==> config.mk <==
export PLATFORM = sky130hd
export DESIGN_NAME = result_serializer
export DESIGN_NICKNAME = d
export VERILOG_FILES = /design/src/rtl/result_ser_pkg.sv /design/src/rtl/result_serializer.sv
export SDC_FILE = /design/constraint.sdc
export NUM_CORES = 1
export LEC_CHECK = 0
export ABC_CLOCK_PERIOD_IN_PS = 2320
export CELL_PAD_IN_SITES_DETAIL_PLACEMENT = 0
export CELL_PAD_IN_SITES_GLOBAL_PLACEMENT = 1
export CORE_MARGIN = 4
export CORE_UTILIZATION = 34
export DETAILED_ROUTE_END_ITERATION = 8
export GPL_ROUTABILITY_DRIVEN = 1
export PLACE_DENSITY_LB_ADDON = 0.1
export SETUP_SLACK_MARGIN = 0.5
export SYNTH_ARGS = -nofsm -noshare
export SYNTH_HDL_FRONTEND = slang
export SYNTH_SLANG_ARGS = --single-unit
==> constraint.sdc <==
create_clock -name clk -period 2.32 [get_ports clk]
set_clock_uncertainty 0.2 [all_clocks]
set_input_delay 0.58 -clock clk [delete_from_list [all_inputs] [get_ports clk]]
set_output_delay 0.58 -clock clk [all_outputs]
set_load 0.005 [all_outputs]
==> src/rtl/result_ser_pkg.sv <==
// Shared types and field indices for the result serializer.
// Check beat index is used only when RESULT_SER_CHECK_EN is defined.
package result_ser_pkg;

    typedef enum logic [0:0] {
        IDLE = 1'b0,
        SEND = 1'b1
    } state_t;

    localparam int NUM_FIELDS = 9;

    localparam int FLD_ARITH  = 0;
    localparam int FLD_SHIFT  = 1;
    localparam int FLD_REL    = 2;
    localparam int FLD_EQ     = 3;
    localparam int FLD_BIT    = 4;
    localparam int FLD_RED    = 5;
    localparam int FLD_LOGIC  = 6;
    localparam int FLD_CONCAT = 7;
    localparam int FLD_COND   = 8;
    localparam int FLD_CHECK  = 9;

endpackage

==> src/rtl/result_serializer.sv <==
// Snapshots nine result nibbles and streams them one per valid/ready beat.
// RESULT_SER_CHECK_EN appends a tenth beat holding the XOR of all fields.
module result_serializer
    import result_ser_pkg::*;
#(
    parameter int DATA_W = 4,
    parameter int IDX_W  = 4
) (
    input  logic              clk,
    input  logic              rst,
    input  logic              capture,
    input  logic [DATA_W-1:0] arithmetic,
    input  logic [DATA_W-1:0] shift,
    input  logic [DATA_W-1:0] relational,
    input  logic [DATA_W-1:0] equality,
    input  logic [DATA_W-1:0] bitwise,
    input  logic [DATA_W-1:0] reduction,
    input  logic [DATA_W-1:0] logical,
    input  logic [DATA_W-1:0] concatenation,
    input  logic [DATA_W-1:0] conditional,
    output logic              out_valid,
    input  logic              out_ready,
    output logic [DATA_W-1:0] out_data,
    output logic [IDX_W-1:0]  out_index,
    output logic              out_last,
    output logic              busy,
    output logic              done
);

`ifdef RESULT_SER_CHECK_EN
    localparam int NUM_BEATS = NUM_FIELDS + 1;
`else
    localparam int NUM_BEATS = NUM_FIELDS;
`endif

    localparam logic [IDX_W-1:0] LAST_IDX = IDX_W'(NUM_BEATS - 1);

    state_t                             state;
    logic [IDX_W-1:0]                   idx;
    logic                               done_q;
    logic [NUM_BEATS-1:0][DATA_W-1:0]   snap;

`ifdef RESULT_SER_CHECK_EN
    logic [DATA_W-1:0] chk;

    always_comb begin
        chk = arithmetic ^ shift ^ relational ^ equality ^ bitwise
            ^ reduction ^ logical ^ concatenation ^ conditional;
    end
`endif

    wire xfer = (state == SEND) && out_ready;

    always_ff @(posedge clk) begin
        if (rst) begin
            state  <= IDLE;
            idx    <= '0;
            done_q <= 1'b0;
            snap   <= '0;
        end else begin
            done_q <= 1'b0;
            unique case (state)
                IDLE: begin
                    if (capture) begin
                        snap[FLD_ARITH]  <= arithmetic;
                        snap[FLD_SHIFT]  <= shift;
                        snap[FLD_REL]    <= relational;
                        snap[FLD_EQ]     <= equality;
                        snap[FLD_BIT]    <= bitwise;
                        snap[FLD_RED]    <= reduction;
                        snap[FLD_LOGIC]  <= logical;
                        snap[FLD_CONCAT] <= concatenation;
                        snap[FLD_COND]   <= conditional;
`ifdef RESULT_SER_CHECK_EN
                        snap[FLD_CHECK]  <= chk;
`endif
                        idx   <= '0;
                        state <= SEND;
                    end
                end
                SEND: begin
                    if (xfer) begin
                        if (idx == LAST_IDX) begin
                            idx    <= '0;
                            done_q <= 1'b1;
                            state  <= IDLE;
                        end else begin
                            idx <= idx + 1'b1;
                        end
                    end
                end
                default: state <= IDLE;
            endcase
        end
    end

    // Data reads zero outside a frame so idle outputs match the reset state.
    always_comb begin
        out_data = '0;
        for (int i = 0; i < NUM_BEATS; i++) begin
            if ((state == SEND) && (idx == IDX_W'(i))) begin
                out_data = snap[i];
            end
        end
    end

    assign out_valid = (state == SEND);
    assign busy      = (state == SEND);
    assign out_index = idx;
    assign out_last  = (state == SEND) && (idx == LAST_IDX);
    assign done      = done_q;

endmodule

---- Yosys cells after proc, flatten, opt, wreduce, memory -nomap -nowiden ----
Cells that the tools add are included.
word-level totals
  input port bits ......................... 40
  logic and storage cells ................. 57
  flip-flop bits (word level) ............. 42
  output and inout port bits .............. 12
cells by class
  equality and inequality tests ........... 10
  bitwise gates (word level) .............. 2
  add/subtract/negate cells ............... 1
  reductions and logical operators ........ 14
  mux-type cells .......................... 18
operator list
  kind                                                              count
  4-bit two-way mux                                                 12
  4-bit by 3-bit == test with 1-bit output (second input constant)  4
  1-bit logical AND                                                 10
  4-bit by 2-bit == test with 1-bit output (second input constant)  2
  4-bit one-hot mux with 2 select lines                             1
  4-bit by 1-bit adder with 4-bit output (second input constant)    1
  4-bit by 1-bit == test with 1-bit output (second input constant)  1
  4-bit == test (second input constant)                             1
  4-bit logical NOT                                                 1
  1-bit two-way mux                                                 4
  2-bit AND reduction                                               2
  3-bit OR reduction                                                1
  2-bit by 1-bit != test with 1-bit output (second input constant)  1
  2-bit != test (second input constant)                             1
  1-bit NOT                                                         2
  1-bit one-hot mux with 2 select lines                             1

---- Depth between registers and ports, before layout ----
Gate-level depths: netlist (run 1).
  depth in word-level cells ............... 11
  mapped depth ............................ 7
  mapped depth without buffers ............ 7

---- Worst setup path after synthesis (run 1) ----
No wires, ideal clock.
  path kind ............................... reg-to-output
  start point ............................. register idx[0], in the netlist out_index[0]
  end point ............................... output out_data[3]
  stages on the path, launching flop included .. 7
  path buffers ............................ 0
  data required time ...................... 1540 ps
  data arrival time ....................... 1513 ps
  slack ................................... 27 ps
  path through ............................ dfxtp_1 -> inv_1 -> ha_1 -> and2b_2 -> a221oi_2 -> o31ai_1 -> a31o_2
between the ends
  cells in the longest elaborated chain, start to end .. 11
  elaborated cells on any way between the ends .. 27
  those cells by class .................... 8 x eq/ne; 9 x mux; 10 x reduce/logical
ends and longest elaborated chain
  element                         line                      source
  start: declaration              result_serializer.sv:39   logic [IDX_W-1:0] idx;
  start signal: assignment        result_serializer.sv:88   idx <= idx + 1'b1;
  4-bit logical NOT               result_serializer.sv:101  if ((state == SEND) && (idx == IDX_W'(i))) begin
  1-bit logical AND               result_serializer.sv:101
  4-bit two-way mux (8 in a row)  result_serializer.sv:101
  4-bit two-way mux *             result_serializer.sv:101
  end: declaration                result_serializer.sv:23   output logic [DATA_W-1:0] out_data,
Mark *: on every way between the ends. The rest lies on a longest branch, timed or not.

---- Worst setup path after layout (run 1) ----
  start point ............................. register idx[1], in the netlist out_index[1]
  end point ............................... output out_data[1]
The elaborated chain is that of the path after synthesis.

==> flow_summary.ini, run 1 <==
[min_path]
hold_end = snap[31]
hold_start = snap[31]
hold_class = reg2reg
hold_depth = 2

[timing]
fmax_mhz = 369
slew_headroom_pct = 78.4
fin_crit_sh_pct = 117
finalSetupViolCount = 4
rsz0062_at_grt = true
hold_viol_final = 0
setup_ws_ns = -0.392
whs_ns = 0.258
slew_violations = 0
fin_crit_ns = 2.71
worstMarginPinSlew_ns = 0.324

[drt]
dr.pass1.iters = 4
drt_iter0_markers = 86
vias = 2047
wl_per_cell_um = 13.5
wl_mm = 5.59
remaining_drc_errors = 0
drtAntennaViolNets = 0
via_per_inst = 4.94

[worst_setup_path]
path_buf_inv = 3
reg2reg_to = out_index[2]
end_kind = output port
path_cells = inv_4 -> ha_4 -> and2b_2 -> buf_6 -> a221o_1 -> a31oi_1 -> o21ai_1 -> buf_2
cp_top_family = compound AO/OA/AOI/OAI gates
ff2ff_path_depth = 6
r2r_slack_ns = 0.41
cp-start-kind = register
critPathArrivalTime_ns = 1.93
timing.rr.start = out_index[0]
crit_type = reg2out
crit_slowest_cell = dfxtp_4
worstPathRequired_ns = 1.54
critPathMaxFanout = 3
cpPeakStageDelay_ns = 0.37

[global_route]
track_usage_pct = 15.9
first_global_vias = 1948
grt_pass1_wl_mm = 9.10
grt_max_degree = 43
antenna_found_initial = 0
grt-ovfl-total = 0

[clock_network]
clk_root_buffer_cell = clkbuf_8
postCtsHoldBufs = 0
tritoncts = done
clock-sinks = 42
htreeDepth = 2
clock_path_buffers = 2
clkTransAtPathRegs_ns = 0.08
cts_made_buffers = 5
clk_latency_ns = 0.29

[yosys]
syn_area_mm2 = 0.00194
async_reset_ff_share_pct = 0
synth_ff_type = dfxtp_1
yosysSeqAreaShare_pct = 43.4
synth_edf_count = 0
ys_warn_count = 0
synth_fp_nets = 302
synth-seq-cells = 42
synthCells = 258
netlist-cell-type-count = 36
postSynthAreaPerCell_um2 = 7.51

[job]
max-cap-violations = 0

[placement]
placed_area_mm2 = 0.00278
dp_hpwl_mm = 3.89
io_buffers = 51
gp_congestion = 0.823
place_inst = 395

[power_and_ir_drop]
sw_frac_of_total_pct = 23.1
clkPwrFrac_pct = 40.0
p_comb_share_pct = 15.0
p_int_mw = 1.33
switchingPower_uw = 402
cellLeakagePower_nw = 1.20
total_power_mw = 1.73
power.density_mw_per_mm2 = 574
vdd_drop_max_mv = 0.289
seqPwrFrac_pct = 45.0

[floorplanning]
io_pins = 52
start_util_pct = 35.2
die_x_um = 83.5
core-area_mm2 = 0.00551
num_rows = 27
die_h_um = 83.5
dieArea_mm2 = 0.00697

[layout]
final_cell_mix = 82 x nand2_1, 45 x a21oi_1, 39 x clkdlybuf4s50_1
final_area_mm2 = 0.00302
final_nets = 385
fin_cells = 414
fin_util_pct = 54.9
drive_gt1_share_pct = 24.0
final_common_cell = nand2_1
area_growth_pct = 56.0
diodes = 0

[outcome]
status = finished with violations
violations = setup timing
[sequential cells by signal, summed over array words and instances (netlist names)]
signal     cells
snap          36
out_index      4
busy           1
done           1
[kinds of logic (layout without fill, tap and decap cells)]
group | Yosys count | in the layout | share of synthesized area (%)
AO/OA/AOI/OAI | 74 | 74 | 23.4
adder cells (fa/ha/maj) | 4 | 4 | 2.58
buffers and inverters | 27 | 111 | 6.71
flip-flops | 42 | 42 | 43.4
AND/OR/NAND/NOR | 111 | 111 | 24.0
[final cells by class]
class	count	area, um^2
fill	531	2480
multi-input combinational	189	1030
timing repair buffer	95	870
sequential	42	857
tap	72	90.1
clock buffer	5	68.8
clock inverter	3	68.8
inverter	8	37.5
[layer usage]
layer	track usage (%)	share of wire, %
met3	4.05	6.2
met4	4.39	1.3
met5	0	0
met1	20.1	44
met2	27.0	48
[how the worst max path moves through the flow]
| stage | startpoint | endpoint | cells past startpoint |
|---|---|---|---|
| 2_1_floorplan | out_index[0] | out_data[1] | 6 |
| 3_5_place_dp | out_index[1] | out_data[2] | 7 |
| 6_report | out_index[1] | out_data[1] | 8 |
| 5_1_grt | out_index[0] | out_data[1] | 8 |
| 3_3_place_gp | out_index[1] | out_data[0] | 7 |
| 4_1_cts | out_index[0] | out_data[1] | 8 |
[worst min-delay path: cells and delay by family, from the launching register on]
family	cells	cell delay (ns)
AOI/OAI and AO/OA	1	0.05
DFF	1	0.31
and+or+nand+nor	1	0.05
[cells in the mapped netlist (3+ instances only)]
| master | n | area (um^2) |
|---|---|---|
| nor2b_1 | 4 | 25.0 |
| nand3_1 | 3 | 15.0 |
| nand2_1 | 83 | 312 |
| a21oi_1 | 45 | 225 |
| inv_1 | 8 | 30.0 |
| nand2b_1 | 4 | 25.0 |
| nor2_1 | 11 | 41.3 |
| buf_2 | 14 | 70.1 |
| ha_1 | 4 | 50.1 |
| a31oi_1 | 3 | 18.8 |
| a211oi_1 | 4 | 30.0 |
| dfxtp_1 | 42 | 841 |
| clkbuf_1 | 3 | 11.3 |
[through the flow]
step	setup TNS, ns	worst slack, ns
2_1_floorplan	0	0.219
3_3_place_gp	-1.27	-0.318
3_5_place_dp	-1.31	-0.333
4_1_cts	-1.44	-0.372
5_1_grt	-1.76	-0.466
6_report	-1.44	-0.392
[power groups by stage]
stage | clock, mW | sequential (mW) | combinational, mW
2_1_floorplan | 0 | 0.791 | 0.123
3_3_place_gp | 0 | 0.800 | 0.247
3_5_place_dp | 0 | 0.799 | 0.248
4_1_cts | 0.714 | 0.780 | 0.259
5_1_grt | 0.735 | 0.785 | 0.289
6_report | 0.694 | 0.780 | 0.260
[repair_timing]
action,4_1_cts,5_1_grt
resized for setup,50,13
buffers inserted,10,1
pin swaps,12,8
setup endpoints to repair,13,11
cloned,0,0
No activity file was read; power rests on OpenSTA's default activity.
==> run 2, diff against run 1 <==
--- a/config.mk
+++ b/config.mk
@@ -17,3 +17,4 @@
 export SYNTH_ARGS = -nofsm -noshare
 export SYNTH_HDL_FRONTEND = slang
 export SYNTH_SLANG_ARGS = --single-unit
+export TNS_END_PERCENT = 5
==> run 2 against run 1 <==
Effect of this change:
- the run still ends with setup timing left
- critical path type unchanged
- worst hold slack improved by 0.0029 ns
- via count fell by 2.8%
- die area did not move
- sequential share of layout area rose by 0.89 points
- core utilization fell by 2.0 points
- first-iteration DRC count fell by 21%
- wire length fell by 0.14%
==> flow_summary.ini, run 2 (synthesized netlist as in run 1, its figures left out) <==
[outcome]
status = finished with violations
violations = setup timing

[worst_setup_path]
ff2ff_path_depth = 7
worstPathRequired_ns = 1.54
critPathMaxFanout = 4
critPathArrivalTime_ns = 1.91
end_kind = output port
timing.rr.start = out_index[0]
reg2reg_to = out_index[2]
crit_type = reg2out
cp-start-kind = register
r2r_slack_ns = 0.38

[placement]
io_buffers = 51
gp_congestion = 0.842
place_ws_ns = -0.413
dp_hpwl_mm = 3.98
placed_area_mm2 = 0.00275

[power_and_ir_drop]
clkPwrFrac_pct = 31.9
sw_frac_of_total_pct = 25.4
vdd_drop_max_mv = 0.241
p_comb_share_pct = 16.9
seqPwrFrac_pct = 51.2
p_int_mw = 1.14
power.density_mw_per_mm2 = 524
cellLeakagePower_nw = 1.13
switchingPower_uw = 388

[layout]
final_nets = 377
area_growth_pct = 50.4
fin_util_pct = 52.9
largest_reg_flops = 36
final_cell_mix = 82 x nand2_1, 44 x a21oi_1, 40 x clkdlybuf4s50_1
regMostFlops = snap
diodes = 0
final_common_cell = nand2_1
final_area_mm2 = 0.00292
nFillCells = 572
drive_gt1_share_pct = 22.5

[floorplanning]
num_rows = 27
dieArea_mm2 = 0.00697
io_pins = 52
die_x_um = 83.5
start_util_pct = 35.2
die_h_um = 83.5
core-area_mm2 = 0.00551

[job]
max-cap-violations = 0

[drt]
via_per_inst = 4.90
drtAntennaViolNets = 0
wl_per_cell_um = 13.7
vias = 1989
dr.pass1.iters = 4
wl_mm = 5.58
drt_iter0_markers = 68
remaining_drc_errors = 0

[timing]
rsz0062_at_grt = true
fmax_mhz = 372
fin_crit_sh_pct = 116
hold_viol_final = 0
finalSetupViolCount = 5
slew_headroom_pct = 77.8
setup_ws_ns = -0.369
worstMarginPinSlew_ns = 0.333
slew_violations = 0
fin_crit_ns = 2.69

[clock_network]
clk_latency_ns = 0.29
clk_root_buffer_cell = clkbuf_8
clock-sinks = 42
tritoncts = done
clock_path_buffers = 2
cts_made_buffers = 5
clkTransAtPathRegs_ns = 0.08
htreeDepth = 2

[global_route]
first_global_vias = 1914
track_usage_pct = 16.1
grt_max_degree = 43
grt_pass1_wl_mm = 9.23
grt-ovfl-total = 0
antenna_found_initial = 0

[min_path]
hold_class = reg2reg
hold_end = snap[17]
hold_depth = 2
hold_start = snap[17]
[run 2: cell types whose count changed in the layout (fill, tap and decap cells not counted), sizes merged]
cell / delta
bufinv: -2
clkdlybuf4s50: +1
clkbuf: +3
buf: -10
[run 2: how the worst max path moves through the flow]
stage / startpoint / end / slack (ns) / cells past startpoint
detailed placement: out_index[1] / out_data[0] / -0.41 / 7
global route: out_index[0] / out_data[3] / -0.45 / 8
CTS: out_index[0] / out_data[3] / -0.39 / 8
finish: out_index[1] / out_data[0] / -0.37 / 8
global placement: out_index[0] / out_data[3] / -0.38 / 7
floorplan: out_index[0] / out_data[1] / 0.21 / 6
[run 2: stage by stage]
step / hold slack [ns] / TNS (ns) / power (mW) / instances
final: 0.261 / -1.45 / 1.53 / 406
after global routing: 0.276 / -1.87 / 1.61 / 406
after CTS: 0.262 / -1.45 / 1.55 / 405
after detailed placement: 0.252 / -1.59 / 1.05 / 391
after global placement: 0.245 / -1.52 / 1.05 / 391
after floorplan: 0.236 / 0 / 0.914 / 258
[run 2: power groups by stage]
stage | Clock, mW | Sequential (mW) | Combinational [mW]
after floorplan | 0 | 0.791 | 0.123
after global placement | 0 | 0.800 | 0.245
after detailed placement | 0 | 0.800 | 0.248
after CTS | 0.505 | 0.784 | 0.260
after global routing | 0.531 | 0.787 | 0.286
final | 0.487 | 0.783 | 0.258
[run 2: routing by layer]
| layer | wire, um | part of all wire, % | vias up | track usage [%] |
|---|---|---|---|---|
| met5 | 0 | 0 | - | 0 |
| met4 | 74 | 1.3 | 0 | 4.39 |
| met3 | 268 | 4.8 | 9 | 3.95 |
| met2 | 2530 | 45 | 45 | 25.6 |
| met1 | 2710 | 49 | 908 | 21.9 |
| li1 | - | - | 1027 | - |
[run 2: cell type report]
| class | instances | area, um^2 | share of cell area [%] |
|---|---|---|---|
| clock buffers | 7 | 86.3 | 2.96 |
| inverters | 8 | 35.0 | 1.20 |
| multi-input cells | 189 | 1050 | 35.9 |
| flip-flops and latches | 42 | 852 | 29.2 |
| clock inverters | 1 | 5.00 | 0.172 |
| repair buffers | 87 | 800 | 27.4 |
| well taps | 72 | 90.1 | 3.09 |
[run 2: what timing repair did]
action                     CTS  global route
setup endpoints to repair   13            10
setup buffers                6             1
resized for setup           39             8
pin swaps                   12            10
hold buffers                 0             0
[run 2: critical path, stage by stage, from the launching register on]
cell,delay (ns)
dfxtp_4,0.37
inv_4,0.04
ha_4,0.15
and2b_2,0.27
buf_6,0.12
a22oi_2,0.04
a211o_1,0.25
a31oi_1,0.22
buf_2,0.15
